===== config.mk =====
export PLATFORM = sky130hd
export DESIGN_NAME = regfile_write_arbiter
export DESIGN_NICKNAME = d
export VERILOG_FILES = /design/src/rtl/regfile_pkg.sv /design/src/rtl/regfile_write_arbiter_rr_arbiter2.sv /design/src/rtl/regfile_write_arbiter.sv
export SDC_FILE = /design/constraint.sdc
export NUM_CORES = 1
export LEC_CHECK = 0
export ABC_AREA = 1
export BUFFER_PORTS_ARGS = -buffer_cell sky130_fd_sc_hd__buf_2
export CAP_MARGIN = 0
export CORE_MARGIN = 8
export CORE_UTILIZATION = 44
export CTS_CLUSTER_DIAMETER = 200
export DETAILED_ROUTE_END_ITERATION = 12
export GPL_ROUTABILITY_DRIVEN = 0
export PLACE_DENSITY_LB_ADDON = 0.05
export REMOVE_ABC_BUFFERS = 1
export SLEW_MARGIN = 30
export SYNTH_ARGS = -nofsm -noshare
export SYNTH_HDL_FRONTEND = slang
export SYNTH_SLANG_ARGS = --single-unit

===== constraint.sdc =====
create_clock -name clk -period 1.92 [get_ports clk]
set_clock_uncertainty 0.15 [all_clocks]
set_input_delay 0.192 -clock clk [delete_from_list [all_inputs] [get_ports clk]]
set_output_delay 0.192 -clock clk [all_outputs]
set_load 0.05 [all_outputs]

===== src/rtl/regfile_pkg.sv =====
// regfile_pkg: shared widths and types for the register-file writeback path
package regfile_pkg;
   localparam int XLEN   = 32;
   localparam int NREG   = 32;
   localparam int REG_AW = $clog2(NREG);
   typedef enum logic {WB_ALU = 1'b0, WB_LSU = 1'b1} wb_src_e;
   typedef struct packed {
      logic              valid;
      logic [REG_AW-1:0] rd;
      logic [XLEN-1:0]   data;
   } wb_req_t;
endpackage


===== src/rtl/regfile_write_arbiter_rr_arbiter2.sv =====
// rr_arbiter2: two-requester round-robin arbiter; bit 0 = ALU, bit 1 = LSU
module rr_arbiter2
   import regfile_pkg::*;
(
   input  logic       clk,
   input  logic       rst_n,
   input  logic [1:0] req_i,
   input  logic       accept_i,
   output logic [1:0] gnt_o
);
   wb_src_e last_q, last_d;
   assign gnt_o[0] = req_i[0] & (~req_i[1] | (last_q == WB_LSU));
   assign gnt_o[1] = req_i[1] & (~req_i[0] | (last_q == WB_ALU));
   assign last_d   = accept_i ? (gnt_o[0] ? WB_ALU : WB_LSU) : last_q;
   always_ff @(posedge clk or negedge rst_n)
      if (!rst_n) last_q <= WB_LSU;
      else        last_q <= last_d;
endmodule


===== src/rtl/regfile_write_arbiter.sv =====
// regfile_write_arbiter: shares the register-file write port between ALU and LSU,
// drops x0 writes; pending-write scoreboard built only with RF_SCOREBOARD_EN.
module regfile_write_arbiter
   import regfile_pkg::*;
(
   input  logic              clk,
   input  logic              rst_n,
   input  logic              alu_valid,
   output logic              alu_ready,
   input  logic [REG_AW-1:0] alu_rd,
   input  logic [XLEN-1:0]   alu_data,
   input  logic              lsu_valid,
   output logic              lsu_ready,
   input  logic [REG_AW-1:0] lsu_rd,
   input  logic [XLEN-1:0]   lsu_data,
   output logic              rf_we,
   output logic [REG_AW-1:0] rf_waddr,
   output logic [XLEN-1:0]   rf_wdata,
   input  logic              issue_valid,
   input  logic [REG_AW-1:0] issue_rd,
   input  logic [REG_AW-1:0] rs1,
   input  logic [REG_AW-1:0] rs2,
   output logic              hazard,
   input  logic              flush
);
   wb_req_t           alu_req, lsu_req;
   logic [1:0]        req, gnt;
   logic              we_d, we_q;
   logic [REG_AW-1:0] waddr_d, waddr_q;
   logic [XLEN-1:0]   wdata_d, wdata_q;
   assign alu_req = {alu_valid, alu_rd, alu_data};
   assign lsu_req = {lsu_valid, lsu_rd, lsu_data};
   // x0 requests never reach the arbiter and are always accepted
   assign req = {lsu_req.valid & (lsu_req.rd != '0), alu_req.valid & (alu_req.rd != '0)};
   assign alu_ready = (alu_req.rd == '0) | gnt[0];
   assign lsu_ready = (lsu_req.rd == '0) | gnt[1];
   rr_arbiter2 u_arb (
      .clk      (clk),
      .rst_n    (rst_n),
      .req_i    (req),
      .accept_i (|gnt),
      .gnt_o    (gnt)
   );
   always_comb begin
      we_d    = |gnt;
      waddr_d = gnt[0] ? alu_req.rd : gnt[1] ? lsu_req.rd : waddr_q;
      wdata_d = gnt[0] ? alu_req.data : gnt[1] ? lsu_req.data : wdata_q;
   end
   always_ff @(posedge clk or negedge rst_n)
      if (!rst_n) begin
         we_q    <= 1'b0;
         waddr_q <= '0;
         wdata_q <= '0;
      end else begin
         we_q    <= we_d;
         waddr_q <= waddr_d;
         wdata_q <= wdata_d;
      end
   assign rf_we    = we_q;
   assign rf_waddr = waddr_q;
   assign rf_wdata = wdata_q;
`ifdef RF_SCOREBOARD_EN
   logic [NREG-1:0] busy_q, busy_d;
   // busy clears on the commit edge; a same-index issue overrides the clear
   always_comb begin
      busy_d = busy_q;
      if (we_q) busy_d[waddr_q] = 1'b0;
      if (issue_valid) busy_d[issue_rd] = 1'b1;
      busy_d[0] = 1'b0;
      if (flush) busy_d = '0;
   end
   always_ff @(posedge clk or negedge rst_n)
      if (!rst_n) busy_q <= '0;
      else        busy_q <= busy_d;
   assign hazard = busy_q[rs1] | busy_q[rs2] | (issue_valid & busy_q[issue_rd]);
`else
   logic unused_sb;
   assign unused_sb = ^{issue_valid, issue_rd, rs1, rs2, flush};
   assign hazard    = 1'b0;
`endif
endmodule


==> metrics.md <==
| Metric | Value |
|---|---|
| Run status | complete, no violations |
| CP Max Fanout | 12 |
| Global Route Usage Sum | 21.3% |
| Initial core utilization | 45.0% |
| Unrepaired setup endpoints after global routing | no |
| Post-DP Area | 2520 um2 |
| CP Capture Type | output port |
| Routed vias | 2287 |
| H-tree depth | 2 |
| HP Class | primary input to flip-flop |
| # setup viols final | 0 |
| Most frequent cells in the layout | buf_2 (116), nand3_1 (111), dlygate4sd3_1 (46) |
| DRT Pass-1 Iters | 4 |
| Core area | 4290 um2 |
| Min Tclk post-route | 1800 ps |
| Slew Limit Headroom | 59.9% |
| Drc violations | 0 |
| Vias per inst | 5.19 |
| CP startpoint | u_arb.last_q |
| Critical Setup Path Class | flip-flop to output port |
| Routed WL | 7110 um |
| Final ANT Viol Nets | 0 |
| Syn avg cell area | 8.48 um2 |
| Cells after synthesis | 228 |
| Synthesized cell area | 1930 um2 |
| Seq/Total Area, Yosys | 50.5% |
| CTS sink count | 39 |
| Number of port buffers | 117 |
| Static leakage | 0.00161 uW |
| Sum Neg Setup Slack | 0 ps |
| Final Instance Area | 3080 um2 |
| Post-layout util | 71.7% |
| Initial antenna violation count | 0 |
| WHS | 4.22 ps |
| # Post-CTS Setup Buffers | 0 |
| CTS tree | yes |
| Cell row count | 24 |
| Vias in the first global route | 2283 |
| Commonest non-fill, non-tap cell in the layout | buf_2 |
| PD cells | 843 nW/um2 |
| Crit start category | flip-flop |
| DP Worst Slack | 305 ps |
| Fraction of layout cells with a size suffix above 1 | 36.8% |
| I/O pin total | 136 |
| Chip height | 82.3 um |
| Die ar. | 6770 um2 |
| N_diodes | 0 |
| Post-synth cell types | 15 |
| Largest net degree at the start of global routing | 39 |
| Global-route wire length before repair | 11200 um |
| YS warnings | 0 |
| Flops & latches, synth | 39 |
| Setup ws final | 120 ps |
| Worst slew pin tran | 601 ps |
| Clock Root Buffer | clkbuf_8 |
| Slew Limit Fails | 0 |
| Detailed Route Iter0 Violations | 177 |
| CTS clk-pin slew, worst paths | 70 ps |
| Hold Crit Start | alu_data[14] |
| GR Overflow Total | 0 |
| Chip Width | 82.3 um |
| Crit path arrival time | 1460 ps |
| CTS Buffer Depth | 2 |
| Worst endpoint required time | 1580 ps |
| Max VDD drop | 0.447 mV |
| Clock buffer count from CTS | 5 |
| Final HPWL DP | 4480 um |
| Wirelength per Cell | 16.1 um |
| Clock latency on the worst-skew pair | 290 ps |
| Layout area overhead | 59.2% |
| Final hold vios | 0 |
| Fmax | 0.555 GHz |
| Nets | 483 |
| Max Cap Viol | 0 |
| Fin crit share | 93.8% |
| Reg-to-Reg Start | u_arb.last_q |
[stage by stage]
step | cells | power, uW
after floorplan | 208 | 1610
after global placement | 387 | 1920
after detailed placement | 387 | 1920
after CTS | 441 | 2610
after global routing | 441 | 2720
final | 441 | 2590
[cells in the mapped netlist]
library cell    n  area [um2]
nand3_1       111         556
dfrtp_1        38         951
nand2_1        41         154
inv_2           2        7.51
o21ai_1         1        5.00
dfstp_2         1        26.3
inv_1           3        11.3
conb_1          1        3.75
nor2_1          4        15.0
nand3_2         3        30.0
buf_4           6        45.0
clkbuf_1        2        7.51
buf_2           5        25.0
nand2_2         3        18.8
buf_6           7        78.8
[layout make-up]
type | count | area (um2)
Timing Repair Buffer | 173 | 1140
Sequential cell | 39 | 977
Tap cell | 52 | 65.1
Inverter | 5 | 18.8
Multi-Input combinational cell | 164 | 782
Clock buffer | 8 | 100
Fill cell | 356 | 1210
[worst paths after layout]
kind                            slack (ps)  cells after the start      endpoint
worst max-delay path                   120                      6     alu_ready
worst min-delay path                     4                      3  rf_wdata[14]
worst max register to register         420                      5   rf_wdata[7]
worst min register to register         340                      2  rf_wdata[21]
max in group asynchronous              820                      3  rf_wdata[18]
min in group asynchronous              290                      2  rf_wdata[28]
[critical path, cell delays in order, from the launching register on]
cell	delay (ps)
dfstp_2	520
inv_1	50
nand3_2	80
nand2_2	70
buf_4	180
nand2_1	70
buf_4	190
[state kept, by name, summed over array words and instances (netlist names)]
register,count
rf_wdata,32
rf_waddr,5
rf_we,1
u_arb.last_q,1
[report_power, final]
part / switching [uW] / internal, uW
Clock: 284 / 328
Combinational: 697 / 298
Sequential: 54.1 / 934
[timing repair]
action | CTS | global route
endpoints found under the hold margin | 53 | 0
hold buffers | 46 | 0
resized for setup | 0 | 2
endpoints found under the setup margin | 0 | 1
[per-layer routing]
| layer | up-vias | GRT usage, % | share of wire (%) |
|---|---|---|---|
| met5 | - | 0 | 0 |
| met4 | 0 | 6.49 | 1.7 |
| met3 | 14 | 5.84 | 9.2 |
| met2 | 117 | 35.9 | 50 |
| met1 | 1059 | 25.8 | 39 |
| li1 | 1097 | - | - |
[logic make-up (layout without fill, tap and decap cells)]
family | after synthesis | in the layout | synth area share, %
and+or+nand+nor | 162 | 162 | 40.0
buffers and inverters | 25 | 186 | 9.06
AOI/OAI and AO/OA | 1 | 1 | 0.258
other | 1 | 1 | 0.194
DFF | 39 | 39 | 50.5
(Power assumes the default switching activity.)
